===== src/rtl/mem_arbiter.sv =====
// Two-port memory arbiter: one request per cycle is granted (round-robin or port-0
// priority); writes pass straight through to memory, reads wait one cycle for data.
module mem_arbiter #(
    parameter int RR_ENABLE = 1
) (
    input  logic        clk,
    input  logic        rst,
    input  logic [1:0]  req_valid,
    output logic [1:0]  req_ready,
    input  logic [1:0]  req_write,
    input  logic [63:0] req_addr,
    input  logic [7:0]  req_bytes,
    input  logic [63:0] req_wdata,
    output logic [1:0]  resp_valid,
    output logic [31:0] resp_rdata,
    output logic        resp_err,
    output logic [31:0] mem_fetch_addr,
    output logic [3:0]  mem_bytes_to_write,
    output logic [31:0] mem_write_addr,
    output logic [31:0] mem_write_data,
    input  logic [31:0] mem_fetched_data
);

    typedef enum logic {
        IDLE      = 1'b0,
        READ_WAIT = 1'b1
    } state_e;

    state_e      state_q, state_d;
    logic        last_grant_q, last_grant_d;
    logic        rd_port_q, rd_port_d;
    logic [31:0] fetch_addr_q, fetch_addr_d;
    logic [1:0]  resp_valid_q, resp_valid_d;
    logic        resp_err_q, resp_err_d;
    logic [31:0] resp_rdata_q, resp_rdata_d;

    logic        grant;
    logic        accept;
    logic        g_write;
    logic        g_legal;
    logic [31:0] g_addr;
    logic [31:0] g_wdata;
    logic [3:0]  g_bytes;

    // Arbitration and mux of the granted port's request fields.
    always_comb begin
        grant = 1'b0;
        if (req_valid == 2'b11) begin
            grant = (RR_ENABLE != 0) ? ~last_grant_q : 1'b0;
        end else begin
            grant = req_valid[1];
        end
        accept  = (state_q == IDLE) && (req_valid != 2'b00) && !rst;
        g_write = grant ? req_write[1] : req_write[0];
        g_addr  = grant ? req_addr[63:32] : req_addr[31:0];
        g_wdata = grant ? req_wdata[63:32] : req_wdata[31:0];
        g_bytes = grant ? req_bytes[7:4] : req_bytes[3:0];
        g_legal = (g_bytes == 4'd1) || (g_bytes == 4'd2) || (g_bytes == 4'd4);
    end

    always_comb begin
        req_ready          = 2'b00;
        mem_bytes_to_write = 4'd0;
        mem_write_addr     = 32'd0;
        mem_write_data     = 32'd0;
        mem_fetch_addr     = fetch_addr_q;
        if (accept) begin
            req_ready = grant ? 2'b10 : 2'b01;
            if (g_write && g_legal) begin
                mem_bytes_to_write = g_bytes;
                mem_write_addr     = g_addr;
                mem_write_data     = g_wdata;
            end
            if (!g_write) begin
                mem_fetch_addr = g_addr;
            end
        end
    end

    always_comb begin
        state_d      = state_q;
        last_grant_d = last_grant_q;
        rd_port_d    = rd_port_q;
        fetch_addr_d = fetch_addr_q;
        resp_valid_d = 2'b00;
        resp_err_d   = 1'b0;
        resp_rdata_d = resp_rdata_q;
        case (state_q)
            IDLE: begin
                if (accept) begin
                    last_grant_d = grant;
                    if (g_write) begin
                        resp_valid_d = grant ? 2'b10 : 2'b01;
                        resp_err_d   = !g_legal;
                    end else begin
                        fetch_addr_d = g_addr;
                        rd_port_d    = grant;
                        state_d      = READ_WAIT;
                    end
                end
            end
            READ_WAIT: begin
                // Memory data for the address issued last cycle is valid now.
                resp_rdata_d = mem_fetched_data;
                resp_valid_d = rd_port_q ? 2'b10 : 2'b01;
                state_d      = IDLE;
            end
            default: state_d = IDLE;
        endcase
    end

    always_ff @(posedge clk or posedge rst) begin
        if (rst) begin
            state_q      <= IDLE;
            last_grant_q <= 1'b1;
            rd_port_q    <= 1'b0;
            fetch_addr_q <= 32'd0;
            resp_valid_q <= 2'b00;
            resp_err_q   <= 1'b0;
            resp_rdata_q <= 32'd0;
        end else begin
            state_q      <= state_d;
            last_grant_q <= last_grant_d;
            rd_port_q    <= rd_port_d;
            fetch_addr_q <= fetch_addr_d;
            resp_valid_q <= resp_valid_d;
            resp_err_q   <= resp_err_d;
            resp_rdata_q <= resp_rdata_d;
        end
    end

    assign resp_valid = resp_valid_q;
    assign resp_err   = resp_err_q;
    assign resp_rdata = resp_rdata_q;

endmodule


===== config.mk =====
export PLATFORM = sky130hd
export DESIGN_NAME = mem_arbiter
export DESIGN_NICKNAME = d
export VERILOG_FILES = /design/src/rtl/mem_arbiter.sv
export SDC_FILE = /design/constraint.sdc
export NUM_CORES = 1
export LEC_CHECK = 0
export ABC_AREA = 1
export CAP_MARGIN = 15
export CORE_AREA = 2 2 119 121
export CTS_BUF_LIST = sky130_fd_sc_hd__clkbuf_4 sky130_fd_sc_hd__clkbuf_8
export CTS_CLUSTER_SIZE = 25
export DETAILED_ROUTE_END_ITERATION = 10
export DIE_AREA = 0 0 121 123
export PLACE_DENSITY_LB_ADDON = 0.2
export SLEW_MARGIN = 5
export SYNTH_ARGS = -nofsm -noshare
export SYNTH_HDL_FRONTEND = slang
export SYNTH_SLANG_ARGS = --single-unit

===== constraint.sdc =====
create_clock -name clk -period 5.1 [get_ports clk]
set_input_delay 0.765 -clock clk [delete_from_list [all_inputs] [get_ports clk]]
set_output_delay 0.765 -clock clk [all_outputs]
set_load 0.05 [all_outputs]

==> results of run 1 <==
[synthesized netlist by cell type, drive strengths merged]
cell type / number / share of area
a21boi: 1 / 0.0018
a21oi: 1 / 0.0038
buf: 25 / 0.046
clkbuf: 10 / 0.0088
conb: 1 / 0.00088
dfrtp: 69 / 0.40
dfstp: 1 / 0.0061
inv: 57 / 0.050
mux2i: 20 / 0.047
nand2: 287 / 0.25
nand3: 5 / 0.012
nand3b: 1 / 0.0018
nor2: 70 / 0.081
o21ai: 66 / 0.078
o22ai: 3 / 0.0058
[registers in the layout, indices dropped and copies added, names as in the netlist]
name	flops
fetch_addr_q	32
last_grant_q	1
rd_port_q	1
resp_err	1
resp_rdata	32
resp_valid	2
state_q	1
[where the power goes]
group	leakage [nW]	switching (mW)	internal, mW
registers	0.869	0.0495	0.686
clock network	0.0849	0.231	0.191
logic	3.03	0.897	0.625
total	3.99	1.18	1.50
[per-layer routing]
metal  global-route usage  vias to the layer above
met5                    0                        -
met4               0.0618                        2
met3               0.0932                       20
met2                0.367                      211
met1                0.224                     2196
li1                     -                     2458
[tightest hold or removal path: cells and delay by family (launching register included)]
family | cells | cell delay [ns]
DFF | 1 | 0.38
and+or+nand+nor | 2 | 0.09
[stage by stage]
stage	total power, mW	cells
3_5_place_dp	2.28	1078
2_1_floorplan	1.57	617
3_3_place_gp	2.27	1078
5_1_grt	2.83	1094
6_report	2.68	1095
4_1_cts	2.72	1094
[cell families (layout without fill, tap and decap cells)]
| logic type | after synthesis | count (layout) | share of synthesized area |
|---|---|---|---|
| compound gates | 71 | 71 | 0.0894 |
| buf+inv | 92 | 389 | 0.105 |
| flops | 70 | 70 | 0.409 |
| mux | 20 | 20 | 0.0467 |
| other cells | 1 | 2 | 0.000876 |
| simple gates | 363 | 363 | 0.349 |
[placed cells by master, fill, tap and decap left out, drive strengths merged]
| cell | count |
|---|---|
| buf | 108 |
| nor2 | 70 |
| clkinvlp | 3 |
| nand3 | 5 |
| nand2 | 287 |
| mux2i | 20 |
| inv | 58 |
| clkbuf | 10 |
| conb | 1 |
| diode | 1 |
| clkdlybuf4s50 | 208 |
| o21ai | 66 |
| a21oi | 1 |
| a21boi | 1 |
| dfstp | 1 |
| o22ai | 3 |
| dfrtp | 69 |
| clkinv | 2 |
| nand3b | 1 |
[final timing paths]
kind                       slack (ns)  cells past startpoint         start           endpoint
min in group asynchronous        1.02                      3           rst      resp_valid[0]
max                              0.87                     10  req_valid[0]  mem_write_addr[0]
max reg2reg                      2.78                      9  last_grant_q   fetch_addr_q[17]
min                              0.47                      2  last_grant_q       last_grant_q
min reg2reg                      0.47                      2  last_grant_q       last_grant_q
max in group asynchronous        3.47                      3           rst   fetch_addr_q[20]
[cell type report]
| class | count | share of cell area |
|---|---|---|
| multi-input cells | 455 | 0.241 |
| clock buffers | 10 | 0.0160 |
| clock inverters | 6 | 0.00523 |
| flip-flops and latches | 70 | 0.204 |
| diodes | 1 | 0.000291 |
| inverters | 57 | 0.0248 |
| repair buffers | 316 | 0.483 |
| well taps | 180 | 0.0261 |
==> flow_summary.ini, run 1 <==
[run_status]
status = completed

[global_routing]
grt_overflow = 0
grt_pass1_wl_um = 24000
grt_pass1_vias = 4661
grtUsageTotal = 0.208
antenna_found_initial = 1
grt_max_degree = 71

[sta]
relSlewSlack = 0.393
tightest_slew_ns = 0.911
fin_crit_sh = 0.829
hold_ws_ns = 0.471
fmax_mhz = 237
final_max_slew_viol_count = 0
min_period_ns = 4.23
setup_viol = 0
finClkSkew_ns = 0.0107
hold_viol_final = 0
fin_setup_tns_ns = 0
setup_ws_ns = 0.872
grt_setup_unrepaired = no

[die]
die_h_um = 123
die-area_um2 = 14900
core-area_um2 = 13600
placementRows = 43
start_util = 0.315
die_w_um = 121
io_pins = 311

[power_and_ir_drop]
p_leak_nw = 3.99
power_density_nw_per_um2 = 311
peakVddDrop_mv = 0.138

[layout]
multiInputGateArea_um2 = 2080
finalNetCount = 1083
final_core_util = 0.633
fillers = 1152
area_growth_pct = 101
regArea_um2 = 1750
final_area_um2 = 8610
drive_above_1_share = 0.188

[clock_tree]
cts_resized = 0
cts_sinks = 70
clk_pin_slew_ns = 0.07
h-tree-depth = 3
hold_buffers = 0
post-cts-setup-buffers = 0
clk_path_buf_depth = 2
clockRootBuffer = clkbuf_8
cts_tree = done
numCtsBuffers = 9
clk_latency_ns = 0.35

[worst_setup_path]
path_cells = clkdlybuf4s50_1 > nand2_1 > nand2_2 > inv_2 > nand2_1 > nand2_2 > a21oi_4 > nand3_4 > nor2_1 > buf_12
critical_path.top_delay_family = simple AND/OR/NAND/NOR gates
slowest_stage = clkdlybuf4s50_1
cpPeakStageDelay_ns = 0.49
worst-endpoint-required_ns = 4.34
start_kind = input port
worstPathArrival_ns = 3.46
endpoint_kind = primary output
worstPathMaxFanout = 35
critPathBufInv = 3
critical_path_class = input port to primary output

[route]
drc = 0
met3_length_um = 1770
routed.top_layer = met5
totalWireLength_um = 15600
met2_length_um = 7930
drtIter0Drc = 214
wl_met1_um = 5580
vias = 4887
drt_first_pass_iters = 4
detail-route-antenna-nets = 0
routed_via_density = 4.46
wl_per_cell_um = 14.2

[synthesis]
postSynthCellCount = 617
synth_cell_types = 26
synth-seq-area-share = 0.409
ys_ff_latch = 70
syn_nets = 791
synth_area_um2 = 4280
yosys_warnings = 0
syn_avg_cell_area_um2 = 6.94

[place]
hpwl_um = 12400
portBuffers = 309
place_congestion = 0.823
place_area_um2 = 8430
pre_cts_ws_ns = 0.838

[min_path]
holdCritPathClass = flip-flop to flip-flop

[job]
drv_cap = 0
(Power assumes the default switching activity.)
==> run 2: changes to the inputs <==
==> constraint.sdc (replaced) <==
create_clock -name clk -period 4.3 [get_ports clk]
set_input_delay 0.645 -clock clk [delete_from_list [all_inputs] [get_ports clk]]
set_output_delay 0.645 -clock clk [all_outputs]
set_load 0.05 [all_outputs]
==> run 2 against run 1 <==
Net effect: global-route usage is 0.27 points higher; worst hold slack worse by 0.0089 ns; clock skew up 0.0054 ns; first-iteration DRC count is 14% lower; critical path type unchanged; sequential power rose by 19%.
==> flow_summary.ini, run 2 (synthesis gave the netlist of run 1 again) <==
[run_status]
status = completed

[sta]
tightest_slew_ns = 0.910
relSlewSlack = 0.394
min_period_ns = 3.87
fmax_mhz = 258
setup_viol = 0
final_max_slew_viol_count = 0
grt_setup_unrepaired = no
fin_setup_tns_ns = 0
setup_ws_ns = 0.426
fin_crit_sh = 0.901
hold_viol_final = 0
finClkSkew_ns = 0.0161

[route]
routed_via_density = 4.44
drc = 0
wl_met1_um = 5680
drtIter0Drc = 184
vias = 4874
met2_length_um = 8030
met3_length_um = 2000
drt_first_pass_iters = 4
detail-route-antenna-nets = 0
routed.top_layer = met4
wl_per_cell_um = 14.5
totalWireLength_um = 15900

[clock_tree]
hold_buffers = 0
clk_latency_ns = 0.35
numCtsBuffers = 9
post-cts-setup-buffers = 0
cts_tree = done
h-tree-depth = 3
cts_sinks = 70
clk_pin_slew_ns = 0.07
clk_path_buf_depth = 2
clockRootBuffer = clkbuf_8
cts_resized = 0

[layout]
final_common_cell = nand2_1
drive_above_1_share = 0.191
finalNetCount = 1086
final_cell_mix = nand2_1 (283), clkdlybuf4s50_1 (208), buf_12 (103), dfrtp_1 (69), o21ai_0 (56)
fillers = 1169
antenna_cells = 0
area_growth_pct = 104

[worst_setup_path]
worst-endpoint-required_ns = 3.65
worstPathMaxFanout = 19
endpoint_kind = primary output
start_kind = input port
critical_path_class = input port to primary output
worstPathArrival_ns = 3.23

[die]
die_w_um = 121
die-area_um2 = 14900
core-area_um2 = 13600
start_util = 0.315
die_h_um = 123
io_pins = 311
placementRows = 43

[place]
place_congestion = 0.802
pre_cts_ws_ns = 0.414
portBuffers = 309
hpwl_um = 12600

[job]
drv_cap = 0

[min_path]
holdCritPathClass = flip-flop to flip-flop

[global_routing]
grt_max_degree = 71
antenna_found_initial = 0
grt_overflow = 0
grtUsageTotal = 0.211
grt_pass1_wl_um = 24300
grt_pass1_vias = 4742

[power_and_ir_drop]
p_leak_nw = 4.04
peakVddDrop_mv = 0.299
power_density_nw_per_um2 = 384
## run 2: final timing paths
| path | startpoint | to | slack (ns) | depth (start not counted) |
|---|---|---|---|---|
| max | req_valid[1] | mem_bytes_to_write[2] | 0.43 | 9 |
| max reg2reg | last_grant_q | fetch_addr_q[20] | 2.09 | 9 |
| max in group asynchronous | rst | fetch_addr_q[16] | 2.72 | 3 |
| min | last_grant_q | last_grant_q | 0.46 | 2 |
| min in group asynchronous | rst | resp_valid[0] | 0.95 | 3 |
| min reg2reg | last_grant_q | last_grant_q | 0.46 | 2 |
## run 2: worst max-delay path: stages
cell	delay (ns)
clkdlybuf4s50_1	0.61
nand2_2	0.28
inv_2	0.31
nand2_1	0.21
o22ai_2	0.20
nand3_4	0.30
buf_12	0.27
nor2_1	0.21
buf_12	0.18
## run 2: area by class of cell
cell class              count  area (um^2)  area share
repair buffers            319         4200       0.482
flip-flops and latches     70         1750       0.201
inverters                  57          218      0.0250
multi-input cells         455         2080       0.238
clock buffers              11          139      0.0159
well taps                 180          225      0.0258
clock inverters             5          106      0.0122
## run 2: power breakdown
group / switching [mW] / internal, mW / total, mW
logic: 1.07 / 0.747 / 1.81
clock network: 0.264 / 0.401 / 0.665
registers: 0.0596 / 0.813 / 0.873
total: 1.39 / 1.96 / 3.35
## run 2: stage by stage
stage	cells	util	power (mW)	hold WS (ns)	area (um^2)
3_5_place_dp	1081	0.623	2.71	0.451	8480
5_1_grt	1097	0.641	3.53	0.488	8720
3_3_place_gp	1081	0.623	2.70	0.453	8480
2_1_floorplan	617	-	1.86	0.442	4290
6_report	1097	0.641	3.35	0.462	8720
4_1_cts	1097	0.641	3.39	0.463	8720
## run 2: per-layer routing
metal | track usage | vias to the layer above
li1 | - | 2462
met2 | 0.378 | 207
met3 | 0.107 | 10
met1 | 0.219 | 2195
met4 | 0.0487 | 0
met5 | 0 | -
